==> src/rtl/core_lsu.sv <==
// core_lsu: single-outstanding load/store unit. Accepts one memory op from
// decode, checks width/alignment, runs one req/gnt/rvalid bus transaction,
// and returns extended load data, a completion pulse, or an exception pulse.
module core_lsu #(
  parameter int unsigned TIMEOUT_CYCLES = 255,
  parameter int unsigned REG_ADDR_W     = 5
) (
  input  logic                  clk,
  input  logic                  rst_n,
  input  logic                  req_valid_in,
  output logic                  req_ready_out,
  input  logic                  is_store_in,
  input  logic [2:0]            funct3_in,
  input  logic [31:0]           addr_in,
  input  logic [31:0]           wdata_in,
  input  logic [REG_ADDR_W-1:0] rd_in,
  output logic                  mem_req_out,
  output logic                  mem_we_out,
  output logic [31:0]           mem_addr_out,
  output logic [3:0]            mem_be_out,
  output logic [31:0]           mem_wdata_out,
  input  logic                  mem_gnt_in,
  input  logic                  mem_rvalid_in,
  input  logic [31:0]           mem_rdata_in,
  output logic                  wb_valid_out,
  output logic [REG_ADDR_W-1:0] wb_rd_out,
  output logic [31:0]           wb_data_out,
  output logic                  done_out,
  output logic                  exc_valid_out,
  output logic [1:0]            exc_cause_out,
  output logic [31:0]           exc_addr_out
);

  typedef enum logic [1:0] {
    S_IDLE = 2'd0,
    S_REQ  = 2'd1,
    S_WAIT = 2'd2
  } state_t;

  localparam int unsigned CNT_W = (TIMEOUT_CYCLES > 2) ? $clog2(TIMEOUT_CYCLES) : 1;
  localparam logic [CNT_W-1:0] CNT_LAST =
    (TIMEOUT_CYCLES == 0) ? '0 : CNT_W'(TIMEOUT_CYCLES - 1);

  state_t                  state, state_nxt;
  logic [CNT_W-1:0]        tmo_cnt;
  logic                    op_store;
  logic [2:0]              op_f3;
  logic [31:0]             op_addr;
  logic [REG_ADDR_W-1:0]   op_rd;

  logic                    width_ok, misaligned;
  logic [3:0]              be_calc;
  logic [31:0]             wdata_calc;
  logic [31:0]             lane, load_ext;
  logic                    timeout_hit;

  logic                    do_latch, fire_exc, fire_wb, fire_done;
  logic [1:0]              cause_nxt;
  logic [31:0]             exc_addr_nxt;

  // Decode width legality, alignment, byte enables and lane-replicated store data
  always_comb begin
    width_ok   = 1'b0;
    misaligned = 1'b0;
    be_calc    = '0;
    wdata_calc = wdata_in;
    case (funct3_in)
      3'b000: begin
        width_ok   = 1'b1;
        be_calc    = 4'b0001 << addr_in[1:0];
        wdata_calc = {4{wdata_in[7:0]}};
      end
      3'b001: begin
        width_ok   = 1'b1;
        misaligned = addr_in[0];
        be_calc    = 4'b0011 << addr_in[1:0];
        wdata_calc = {2{wdata_in[15:0]}};
      end
      3'b010: begin
        width_ok   = 1'b1;
        misaligned = |addr_in[1:0];
        be_calc    = 4'b1111;
      end
      3'b100: begin
        width_ok = !is_store_in;
        be_calc  = 4'b0001 << addr_in[1:0];
      end
      3'b101: begin
        width_ok   = !is_store_in;
        misaligned = addr_in[0];
        be_calc    = 4'b0011 << addr_in[1:0];
      end
      default: ;
    endcase
  end

  // Shift the addressed lane down and sign/zero-extend per the latched width
  always_comb begin
    lane = mem_rdata_in >> {op_addr[1:0], 3'b000};
    case (op_f3)
      3'b000:  load_ext = {{24{lane[7]}}, lane[7:0]};
      3'b001:  load_ext = {{16{lane[15]}}, lane[15:0]};
      3'b100:  load_ext = {24'h0, lane[7:0]};
      3'b101:  load_ext = {16'h0, lane[15:0]};
      default: load_ext = mem_rdata_in;
    endcase
  end

  assign timeout_hit = (TIMEOUT_CYCLES != 0) && (tmo_cnt == CNT_LAST);

  // Next-state and event decode; bus handshakes take priority over the timeout
  always_comb begin
    state_nxt    = state;
    do_latch     = 1'b0;
    fire_exc     = 1'b0;
    fire_wb      = 1'b0;
    fire_done    = 1'b0;
    cause_nxt    = 2'b00;
    exc_addr_nxt = op_addr;
    case (state)
      S_IDLE: begin
        if (req_valid_in && req_ready_out) begin
          if (!width_ok) begin
            fire_exc     = 1'b1;
            cause_nxt    = 2'b11;
            exc_addr_nxt = addr_in;
          end else if (misaligned) begin
            fire_exc     = 1'b1;
            cause_nxt    = is_store_in ? 2'b10 : 2'b01;
            exc_addr_nxt = addr_in;
          end else begin
            do_latch  = 1'b1;
            state_nxt = S_REQ;
          end
        end
      end
      S_REQ: begin
        if (mem_gnt_in) begin
          state_nxt = S_WAIT;
        end else if (timeout_hit) begin
          fire_exc  = 1'b1;
          state_nxt = S_IDLE;
        end
      end
      S_WAIT: begin
        if (mem_rvalid_in) begin
          fire_done = 1'b1;
          fire_wb   = !op_store;
          state_nxt = S_IDLE;
        end else if (timeout_hit) begin
          fire_exc  = 1'b1;
          state_nxt = S_IDLE;
        end
      end
      default: state_nxt = S_IDLE;
    endcase
  end

  // State register
  always_ff @(posedge clk or negedge rst_n) begin
    if (!rst_n) state <= S_IDLE;
    else        state <= state_nxt;
  end

  // Timeout counter: cleared on entry to REQ, saturates at the last allowed cycle
  // so a late grant still leaves the WAIT phase bounded
  always_ff @(posedge clk or negedge rst_n) begin
    if (!rst_n) begin
      tmo_cnt <= '0;
    end else if (do_latch) begin
      tmo_cnt <= '0;
    end else if (state != S_IDLE && tmo_cnt != CNT_LAST) begin
      tmo_cnt <= tmo_cnt + 1'b1;
    end
  end

  // Latch the accepted op for response handling and timeout reporting
  always_ff @(posedge clk or negedge rst_n) begin
    if (!rst_n) begin
      op_store <= 1'b0;
      op_f3    <= '0;
      op_addr  <= '0;
      op_rd    <= '0;
    end else if (do_latch) begin
      op_store <= is_store_in;
      op_f3    <= funct3_in;
      op_addr  <= addr_in;
      op_rd    <= rd_in;
    end
  end

  // Registered outputs: handshake flags follow next state, data fields load on events
  always_ff @(posedge clk or negedge rst_n) begin
    if (!rst_n) begin
      req_ready_out <= 1'b1;
      mem_req_out   <= 1'b0;
      mem_we_out    <= 1'b0;
      mem_addr_out  <= '0;
      mem_be_out    <= '0;
      mem_wdata_out <= '0;
      wb_valid_out  <= 1'b0;
      wb_rd_out     <= '0;
      wb_data_out   <= '0;
      done_out      <= 1'b0;
      exc_valid_out <= 1'b0;
      exc_cause_out <= '0;
      exc_addr_out  <= '0;
    end else begin
      req_ready_out <= (state_nxt == S_IDLE);
      mem_req_out   <= (state_nxt == S_REQ);
      wb_valid_out  <= fire_wb;
      done_out      <= fire_done;
      exc_valid_out <= fire_exc;
      if (do_latch) begin
        mem_we_out    <= is_store_in;
        mem_addr_out  <= {addr_in[31:2], 2'b00};
        mem_be_out    <= be_calc;
        mem_wdata_out <= wdata_calc;
      end
      if (fire_wb) begin
        wb_rd_out   <= op_rd;
        wb_data_out <= load_ext;
      end
      if (fire_exc) begin
        exc_cause_out <= cause_nxt;
        exc_addr_out  <= exc_addr_nxt;
      end
    end
  end

endmodule
==> config.mk <==
export PLATFORM = sky130hd
export DESIGN_NAME = core_lsu
export DESIGN_NICKNAME = d
export VERILOG_FILES = /design/src/rtl/core_lsu.sv
export SDC_FILE = /design/constraint.sdc
export NUM_CORES = 1
export LEC_CHECK = 0
export BUFFER_PORTS_ARGS = -buffer_cell sky130_fd_sc_hd__buf_4
export CAP_MARGIN = 20
export CORE_ASPECT_RATIO = 1.1
export CORE_UTILIZATION = 51
export CTS_CLUSTER_DIAMETER = 60
export DETAILED_ROUTE_END_ITERATION = 10
export GPL_TIMING_DRIVEN = 0
export PLACE_DENSITY = 0.91
export SLEW_MARGIN = 20
export SYNTH_ARGS = -nofsm -noshare
export SYNTH_HDL_FRONTEND = slang
export SYNTH_SLANG_ARGS = --single-unit
export TNS_END_PERCENT = 20
==> constraint.sdc <==
create_clock -name clk -period 2.6 [get_ports clk]
set_input_delay 0.65 -clock clk [delete_from_list [all_inputs] [get_ports clk]]
set_output_delay 0.65 -clock clk [all_outputs]
set_load 0.01 [all_outputs]
==> flow_summary.json <==
{
  "critPathRequiredTime_ns": 2.90,
  "fin_nets": 1079,
  "synthXorXnorAreaFrac_pct": 0.440,
  "slew_violations": 0,
  "power_density_nw_per_um2": 1190,
  "grt_use_total_pct": 27.9,
  "dr.first_iter.drc_count": 479,
  "grt_max_degree": 96,
  "timing.max_cap.violations": 0,
  "ys_warn_count": 0,
  "synth_edf_count": 0,
  "p_comb_share_pct": 45.0,
  "ys_ff_latch": 163,
  "finalHoldViolations": 0,
  "yosys.area_share.simple_pct": 11.5,
  "diodes": 0,
  "cp.arrival_ns": 2.59,
  "gp_congestion": 0.909,
  "max-clock-path-buffers": 2,
  "power.leakage_nw": 5.24,
  "synth_compound_area_share_pct": 8.17,
  "cp_max_fo": 10,
  "die-area_um2": 16100,
  "wl_per_cell_um": 18.7,
  "grt_setup_unrepaired": "no",
  "cts_setup_buffers": 0,
  "numPortBuffers": 249,
  "antenna_found_initial": 0,
  "finClkSkew_ns": 0.0103,
  "fp-row-count": 47,
  "drcViolationCount": 0,
  "layout-drive-gt1-share_pct": 46.0,
  "synth.cell_area_um2": 7970,
  "ys_async_sr_fraction_pct": 100,
  "min_period_ns": 2.30,
  "grt_pass1_vias": 6772,
  "cts_tree": "built",
  "synth-main-ff-cell": "dfrtp_1",
  "cts.clk_slew.worst_paths_ns": 0.07,
  "worst_setup_path_end_kind": "register",
  "ir_drop_uv": 623,
  "dieWidth_um": 121,
  "cts_hold_buf": 0,
  "cts_root_buf": "clkbuf_16",
  "die_h_um": 133,
  "grt_pass1_wl_mm": 34.1,
  "setup_viol": 0,
  "drtAntennaViolNets": 0,
  "ctsHtreeMaxLevel": 4,
  "yosysTopAreaCell": "dfrtp_1",
  "initial_core_util_pct": 52.5,
  "finalWirelength_mm": 22.0,
  "netlist.area_leader.share_pct": 50.9,
  "status": "complete, no violations",
  "cts.sinks": 163,
  "reg2reg_slack_ns": 0.30,
  "vias_per_cell": 5.49,
  "coreArea_um2": 15200,
  "synthToLayoutAreaGrowth_pct": 34.5,
  "fin_ws_ns": 0.303,
  "pre_cts_ws_ns": 0.0758,
  "synth_cell_types": 48,
  "synth.area.top_cells": "dfrtp_1 (51%), mux2_2 (12%), mux2_4 (5.1%)",
  "period_share_pct": 88.3,
  "synth_area_per_cell_um2": 11.4,
  "power.internal_mw": 8.36,
  "ctsResizeCount": 0,
  "relSlewSlack_pct": 42.1,
  "ios": 255,
  "synth_mux_area_share_pct": 21.7,
  "worstMarginPinSlew_ns": 0.865,
  "setup_tns_ns": 0,
  "max_clock_freq_mhz": 435,
  "synth_top_family_by_area": "multiplexers",
  "seq_power_share_pct": 35.0,
  "synthCells": 697,
  "grt.overflow.total": 0,
  "min_path_type": "in -> async",
  "power.switching_mw": 4.43,
  "clkPwrFrac_pct": 20.1,
  "first_pass_iters": 5,
  "cts-buffers-inserted": 17,
  "place_hpwl_mm": 15.9,
  "power_switching_share_pct": 34.6,
  "dr_total_vias": 6460,
  "critPathKind": "reg -> reg",
  "power_mw": 12.8,
  "ys_seq_area_share_pct": 51.2,
  "synthAdderAreaFrac_pct": 0.314,
  "start_kind": "register",
  "clkLatencyLatePin_ns": 0.42
}
worst paths after layout:
path	startpoint	to	cells past startpoint
min in group clk	mem_gnt_in	state[1]	2
worst min-delay path	rst_n	exc_addr_out[21]	1
worst max-delay path	tmo_cnt[0]	exc_addr_out[25]	8
worst max register to register	tmo_cnt[0]	exc_addr_out[25]	8
max in group asynchronous	rst_n	wb_data_out[21]	2
worst min register to register	op_rd[1]	wb_rd_out[1]	2
layer usage:
metal | wire, um | global-route usage [%] | vias up
met5 | 0 | 0 | -
met4 | 570 | 12.0 | 0
met3 | 1690 | 7.54 | 52
met2 | 11400 | 48.3 | 315
met1 | 8360 | 32.1 | 3154
li1 | - | - | 2939
synth_stat cells (16+ instances only):
cell type / count
dfrtp_1: 162
nand2_1: 96
mux2_2: 84
o21ai_0: 44
buf_4: 34
mux2i_1: 34
nand3_1: 34
mux2_4: 27
nor2_1: 26
clkbuf_1: 22
a21oi_1: 18
o31ai_1: 16
power by group through the flow:
stage | clock network [mW] | registers, mW | logic [mW]
global route | 2.70 | 4.62 | 6.17
floorplan | 0 | 4.73 | 2.89
finish | 2.57 | 4.48 | 5.75
global placement | 0 | 4.43 | 5.56
detailed placement | 0 | 4.48 | 5.75
CTS | 2.59 | 4.47 | 5.78
through the flow:
stage	util, %	area, um2	cells	hold slack, ns
3_3_place_gp	66.5	10100	1143	0.445
3_5_place_dp	66.7	10100	1144	0.447
6_report	70.6	10700	1176	0.163
2_1_floorplan	-	7970	698	0.354
5_1_grt	70.6	10700	1176	0.196
4_1_cts	70.6	10700	1176	0.184
area by class of cell:
cell class,instances,area (um2)
Multi-Input combinational cell,451,3360
Clock buffer,18,429
Clock inverter,14,165
Buffer,76,500
Fill cell,1072,4460
Inverter,8,30.0
Timing Repair Buffer,250,1900
Sequential cell,163,4080
Tap cell,196,245
worst max-delay path, stage by stage, from the launching register on:
cell and delay, ns:
dfrtp_1 0.42, inv_1 0.07, ha_1 0.18, nand4_1 0.13, nor3_1 0.51, a21o_1 0.21, buf_6 0.17, buf_8 0.16
mux2_4 0.31
state kept, by name (all words and copies together) (netlist names), 2 cells and up:
name,flops
exc_addr_out,32
mem_wdata_out,32
op_addr,32
wb_data_out,32
tmo_cnt,8
op_rd,5
wb_rd_out,5
mem_be_out,4
op_f3,3
exc_cause_out,2
state,2
cells by family (layout without fill, tap and decap cells):
| group | after synthesis | after routing |
|---|---|---|
| xor gates and xnor gates | 4 | 4 |
| and+or+nand+nor | 193 | 193 |
| DFF | 163 | 163 |
| buffers and inverters | 84 | 366 |
| adders and majority gates | 2 | 2 |
| muxes | 147 | 147 |
| AOI/OAI and AO/OA | 103 | 103 |
| other | 1 | 2 |
cell usage in the layout (no fill, tap or decap), types with 2 or more instances in the layout:
cell	n
clkinv_4	2
o2bb2ai_1	9
conb_1	2
nor2_1	26
clkinvlp_4	2
a21oi_1	18
ha_1	2
nand3_1	34
a211oi_1	3
xnor2_1	2
nor3_1	3
nand2_1	96
mux2_4	27
mux2i_1	34
inv_6	7
xor2_1	2
buf_1	2
buf_12	2
o31ai_1	16
o211ai_1	3
buf_4	282
buf_6	4
clkbuf_16	17
o21ai_0	44
inv_1	8
a21o_1	4
nor2b_1	12
nand2b_1	11
nand4_1	2
clkbuf_1	23
buf_8	2
bufinv_16	2
dfrtp_1	162
mux2_2	84
nand3b_1	2
buf_2	10
(Power assumes the default switching activity.)
